**src/rtl/serial_adder_8bit_if.sv**
```systemverilog
// Handshake and data bundle for the bit-serial adder.
// Carries ovf only when SERIAL_ADD_OVF_EN is defined.
interface serial_adder_8bit_if #(
    parameter int WIDTH = 8
);
    logic             start;
    logic [WIDTH-1:0] a;
    logic [WIDTH-1:0] b;
    logic [WIDTH-1:0] s;
    logic             cout;
    logic             busy;
    logic             done;
`ifdef SERIAL_ADD_OVF_EN
    logic             ovf;
`endif

    modport master (
        output start, a, b,
`ifdef SERIAL_ADD_OVF_EN
        input  ovf,
`endif
        input  s, cout, busy, done
    );

    modport slave (
        input  start, a, b,
`ifdef SERIAL_ADD_OVF_EN
        output ovf,
`endif
        output s, cout, busy, done
    );
endinterface

```
**src/rtl/serial_adder_8bit.sv**
```systemverilog
// Bit-serial unsigned adder: one full-adder cell, LSB first, WIDTH clocks per add.
// Optional signed-overflow output under macro SERIAL_ADD_OVF_EN.
module serial_adder_8bit #(
    parameter int WIDTH = 8
) (
    input logic                clk,
    input logic                rst,
    serial_adder_8bit_if.slave bus
);
    localparam int CW = $clog2(WIDTH);
    localparam logic [CW-1:0] LAST = CW'(WIDTH - 1);

    typedef enum logic [1:0] {
        IDLE,
        RUN,
        DONE
    } state_t;

    state_t           state;
    logic [WIDTH-1:0] aq;
    logic [WIDTH-1:0] bq;
    logic [WIDTH-1:0] sr;
    logic [CW-1:0]    cnt;
    logic             c;
    logic [WIDTH-1:0] s_q;
    logic             cout_q;
    logic             busy_q;
    logic             done_q;
`ifdef SERIAL_ADD_OVF_EN
    logic             ovf_q;
`endif

    logic fa_sum;
    logic fa_cry;

    assign fa_sum = aq[0] ^ bq[0] ^ c;
    assign fa_cry = (aq[0] & bq[0]) | (aq[0] & c) | (bq[0] & c);

    always_ff @(posedge clk or posedge rst) begin
        if (rst) begin
            state  <= IDLE;
            aq     <= '0;
            bq     <= '0;
            sr     <= '0;
            cnt    <= '0;
            c      <= 1'b0;
            s_q    <= '0;
            cout_q <= 1'b0;
            busy_q <= 1'b0;
            done_q <= 1'b0;
`ifdef SERIAL_ADD_OVF_EN
            ovf_q  <= 1'b0;
`endif
        end else begin
            unique case (state)
                IDLE: begin
                    if (bus.start) begin
                        aq     <= bus.a;
                        bq     <= bus.b;
                        c      <= 1'b0;
                        cnt    <= '0;
                        busy_q <= 1'b1;
                        state  <= RUN;
                    end
                end
                RUN: begin
                    aq  <= aq >> 1;
                    bq  <= bq >> 1;
                    c   <= fa_cry;
                    sr  <= {fa_sum, sr[WIDTH-1:1]};
                    cnt <= cnt + 1'b1;
                    // Last bit: publish so s/cout are valid in the DONE cycle
                    if (cnt == LAST) begin
                        s_q    <= {fa_sum, sr[WIDTH-1:1]};
                        cout_q <= fa_cry;
                        done_q <= 1'b1;
`ifdef SERIAL_ADD_OVF_EN
                        ovf_q  <= c ^ fa_cry;
`endif
                        state  <= DONE;
                    end
                end
                DONE: begin
                    done_q <= 1'b0;
                    busy_q <= 1'b0;
                    state  <= IDLE;
                end
                default: state <= IDLE;
            endcase
        end
    end

    assign bus.s    = s_q;
    assign bus.cout = cout_q;
    assign bus.busy = busy_q;
    assign bus.done = done_q;
`ifdef SERIAL_ADD_OVF_EN
    assign bus.ovf  = ovf_q;
`endif
endmodule

```
**src/flat_wrapper.sv**
```systemverilog
// flat-port wrapper written by rule: the top's interface ports become plain ports
module serial_adder_8bit_flat 
#(
    parameter int WIDTH = 8
)
  (clk, rst, bus_start, bus_a, bus_b, bus_s, bus_cout, bus_busy, bus_done);
  serial_adder_8bit_if #(.WIDTH(WIDTH)) bus_i ();
  input logic clk;
  input logic rst;
  input wire logic [$bits(bus_i.start)-1:0] bus_start;
  input wire logic [$bits(bus_i.a)-1:0] bus_a;
  input wire logic [$bits(bus_i.b)-1:0] bus_b;
  output wire logic [$bits(bus_i.s)-1:0] bus_s;
  output wire logic [$bits(bus_i.cout)-1:0] bus_cout;
  output wire logic [$bits(bus_i.busy)-1:0] bus_busy;
  output wire logic [$bits(bus_i.done)-1:0] bus_done;
  assign bus_i.start = bus_start;
  assign bus_i.a = bus_a;
  assign bus_i.b = bus_b;
  assign bus_s = bus_i.s;
  assign bus_cout = bus_i.cout;
  assign bus_busy = bus_i.busy;
  assign bus_done = bus_i.done;
  serial_adder_8bit #(.WIDTH(WIDTH)) u_core (.clk(clk), .rst(rst), .bus(bus_i));
endmodule
```
**config.mk**
```make
export PLATFORM = sky130hd
export DESIGN_NAME = serial_adder_8bit_flat
export DESIGN_NICKNAME = d
export VERILOG_FILES = /design/src/rtl/serial_adder_8bit_if.sv /design/src/rtl/serial_adder_8bit.sv /design/src/flat_wrapper.sv
export SDC_FILE = /design/constraint.sdc
export NUM_CORES = 1
export LEC_CHECK = 0
export CAP_MARGIN = 20
export CORE_AREA = 2 2 43 85
export CTS_BUF_LIST = sky130_fd_sc_hd__clkbuf_2
export CTS_CLUSTER_DIAMETER = 40
export DETAILED_ROUTE_END_ITERATION = 8
export DIE_AREA = 0 0 45 87
export GPL_ROUTABILITY_DRIVEN = 0
export GPL_TIMING_DRIVEN = 0
export PLACE_DENSITY = 0.85
export SLEW_MARGIN = 20
export SYNTH_ARGS = -nofsm -noshare
export SYNTH_HDL_FRONTEND = slang
export SYNTH_SLANG_ARGS = --single-unit
```
**constraint.sdc**
```tcl
create_clock -name clk -period 2.9 [get_ports clk]
set_clock_uncertainty 0.05 [all_clocks]
set_input_delay 0.725 -clock clk [delete_from_list [all_inputs] [get_ports clk]]
set_output_delay 0.725 -clock clk [all_outputs]
set_load 0.03 [all_outputs]
```
== After elaboration in Yosys (flattened, before gate mapping) ==
Index checks and enable logic that the tools add are counted.
Word-level totals
  register bits: 41
  bits of input ports: 19
  output and inout port bits: 11
  word-level logic and storage cells: 47
Cells by class
  $add $sub $neg: 1
  equality and inequality tests: 5
  muxes and demuxes: 15
  bitwise logic cells: 7
  reduce and logical (&&, ||, !) cells: 9
Operators by type and width (number)
  $pmux 8 s2: 2
  $mux 8: 2
  $reduce_and 2->1: 5
  $pmux 1 s2: 3
  $pmux 3 s2: 1
  $reduce_bool 2->1: 3
  $mux 2: 2
  $pmux 2 s2: 1
  $add 3x1->3 const B: 1
  $and 1x1->1: 3
  $eq 3x3->1 const B: 1
  $mux 1: 3
  $mux 3: 1
  $eq 2x1->1 const B: 1
  $eq 2x2->1 const B: 1
  $logic_not 2->1: 1
  $ne 2x1->1 const B: 1
  $ne 2x2->1 const B: 1
  $or 1x1->1: 2
  $xor 1x1->1: 2

== Depth between registers and ports, before layout ==
  word-level depth: 4
  gate-level depth with buffers: 5
  mapped depth without buffers: 4

== Worst setup path before layout ==
No wires, ideal clock.
  path type: in2reg
  from: in bus_start
  to: reg u_core.aq[4]
  setup time: 0.133 ns
  arrival: 1.393 ns
  data required time: 2.717 ns
  setup slack: 1.323 ns
  cell stages on the path: 4
  path buffers: 2
  cell sequence: buf_2 o21bai_4 buf_2 a211oi_1
Between the ends
  word-level cells in the longest chain between the ends: 2
Ends and longest elaborated chain
  start, declared: line flat_wrapper.sv:10  | input wire logic [$bits(bus_i.start)-1:0] bus_start;
  $ne 2x2->1 (no source line)
  $reduce_and 2->1 (no source line)
  end signal, assigned: line serial_adder_8bit.sv:58  | aq <= bus.a;
  end signal, assigned: line serial_adder_8bit.sv:67  | aq <= aq >> 1;
  end, declared: line serial_adder_8bit.sv:20  | logic [WIDTH-1:0] aq;
Every way passes these cells.
A chain may end at the register's enable or synchronous reset.

== Worst setup path in the final report ==
  from: reg u_core.done_q (netlist: u_core.bus.done)
  to: out bus_done
RTL lines
  start, declared: line serial_adder_8bit.sv:28  | logic done_q;
  start signal, assigned: line serial_adder_8bit.sv:50  | done_q <= 1'b0;
  start signal, assigned: line serial_adder_8bit.sv:76  | done_q <= 1'b1;
  start signal, assigned: line serial_adder_8bit.sv:84  | done_q <= 1'b0;
  end, declared: line flat_wrapper.sv:16  | output wire logic [$bits(bus_i.done)-1:0] bus_done;
No word-level cell between the ends.

==> reports/metrics.cfg <==
[run_status]
status=finished, final reports clean

[power]
power.density_nw_per_um2=1050
max-vdd-ir-drop_v=0.000676
power.leakage_nw=1.01

[route]
drc=0
vias_per_cell=5.98
drtIter0Drc=19
top_layer_used=met4
wl_met3_um=205
wl_um=3540
first_pass_iters=4
vias=1303
wirelength_met1_um=1470
antenna_left=0
wl_met2_um=1810
drt-wirelength-per-cell_um=16.2

[timing]
max_freq_mhz=442
hold_ws_ps=455
rsz0062_at_grt=no
tightest_slew_ps=425
timing.final.crit_share_pct=78.0
maxSlewViolCount=0
layout_min_cycle_time_ps=2260
setup_viol=0
tns_ps=0
hold_viol_final=0
relSlewSlack_pct=71.3

[min_path]
min_path_cells=1
holdPathEnd=u_core.aq[7]
hold_path_class=reg -> reg
hp-start=u_core.aq[7]

[place]
dp_hpwl_um=2500
portBuffers=28
dp_cells=210

[clock_network]
clk_latency_ps=390
root_buffer=clkbuf_2
cts_setup_buffers=0
numCtsBuffers=5
cts_buffer_depth=2
cts.sinks=40
cts.htree.levels=2
clk_pin_slew_ps=190
holdBufCountCts=0
cts_tree=done
cts_resized=0

[synthesis]
yosys_warnings=0
synthTopCellsByArea=dfrtp_1 (53%), mux2_1 (7.8%), nor4b_1 (6.5%)
syn_area_um2=1880
synth_area_per_cell_um2=12.6
synth.top_cells.by_count=dfrtp_1 (40), inv_1 (17), nor4b_1 (14)
synth_edf_count=0
synthDistinctLibCells=29
yosysMostFrequentCell=dfrtp_1
synth.yosys.seq_area_share_pct=53.2
ys_ff_latch=40
yosysTopAreaCell=dfrtp_1
synth_top_area_share_pct=53.2
async_reset_ff_share_pct=100
synth_fp_nets=171
synth-main-ff-cell=dfrtp_1
syn_inst=149

[layout]
antennaDiodeCount=0
area_growth_pct=21.4
final_cells=218
drive_gt1_share_pct=15.6
nets=207
fillCellCount=262

[setup_path]
rrSetupSlack_ps=1280
crit_family=buffers and inverters
rr_startpoint=u_core.cnt[0]
cp_cell_sequence=clkdlybuf4s50_1
cp_slowest_stage_delay_ps=680
r2r-end=u_core.bus.cout
worst-path-buf-inv=1
r2r.worst_path.cells=5
cp-end-kind=output port
cp_max_fo=3
cp.required_ps=2120
cp_slowest_cell=clkdlybuf4s50_1
critPathKind=reg -> out
arrival_ps=1490
start_kind=flip-flop
cp_num_cells=1

[job]
maxCapViolations=0

[grt]
grt_pass1_wl_um=6170
antenna_found_initial=0
grtUsageTotal_pct=21.4
grt_overflow_total=0
grt_pass1_vias=1364
grt_start_max_net_pins=26

[floorplan]
rows=30
dieWidth_um=45
io_pins=30
core_area_um2=3300
fp.dieArea_um2=3920
die_height_um=87
start_util_pct=57.0

## placed cells by master (no fill, tap or decap), types with 2 or more instances in the layout
cell,count
a21oi_1,3
a221oi_2,3
a22o_1,3
nand2_1,2
mux2_1,13
nor3b_1,11
clkbuf_2,5
nand2b_1,2
clkdlybuf4s50_1,28
buf_6,3
clkbuf_1,2
inv_1,16
clkinv_1,2
nor4b_1,14
buf_2,7
mux2_4,3
dfrtp_1,40
ha_1,2
a211oi_1,11
inv_2,2
## kinds of logic after synthesis
family          after synthesis  synth area share (%)
mux                          17                  10.8
fa+ha+maj                     3                  2.39
simple gates                 34                  14.6
compound gates               24                  11.1
buf+inv                      31                  8.04
flops                        40                  53.2
## metal layers
metal,vias up,global-route usage (%)
met5,-,0
met4,0,8.29
met3,6,4.77
met2,43,33.2
met1,645,28.7
li1,609,-
## report_power, final
part           switching (mW)  internal, mW
combinational           0.557         0.562
clock                   0.178         0.141
sequential              0.152         0.821
## area by class of cell
type | instances | area (um^2) | area share [%]
Sequential cell | 40 | 1000 | 43.8
Clock buffer | 5 | 25.0 | 1.09
Clock inverter | 3 | 37.5 | 1.64
Inverter | 18 | 67.6 | 2.96
Tap cell | 32 | 40.0 | 1.75
Timing Repair Buffer | 29 | 300 | 13.1
Multi-Input combinational cell | 78 | 731 | 32.0
Buffer | 13 | 83.8 | 3.67
## worst max-delay path by stage
stage	from	to
after floorplan	rst	u_core.aq[0]
after global placement	rst	u_core.aq[3]
after detailed placement	u_core.bus.done	bus_done
after CTS	u_core.bus.done	bus_done
after global routing	u_core.bus.done	bus_done
final	u_core.bus.done	bus_done
## state kept, by name, indices dropped and copies added, names as in the netlist
signal and count:
u_core.aq 8, u_core.bq 8, u_core.bus.s 8, u_core.sr 7
u_core.cnt 3, u_core.state 2, u_core.bus.busy 1, u_core.bus.cout 1
u_core.bus.done 1, u_core.c 1
## through the flow
step	power (mW)	util, %	setup slack, ps	instance area [um^2]
2_1_floorplan	1.77	-	1210	1880
3_3_place_gp	2.06	66.7	388	2200
3_5_place_dp	2.11	67.3	1090	2220
4_1_cts	2.43	69.2	617	2290
5_1_grt	2.59	69.2	554	2290
6_report	2.41	69.2	638	2290
Note: power is estimated with default switching activity, not from simulation.
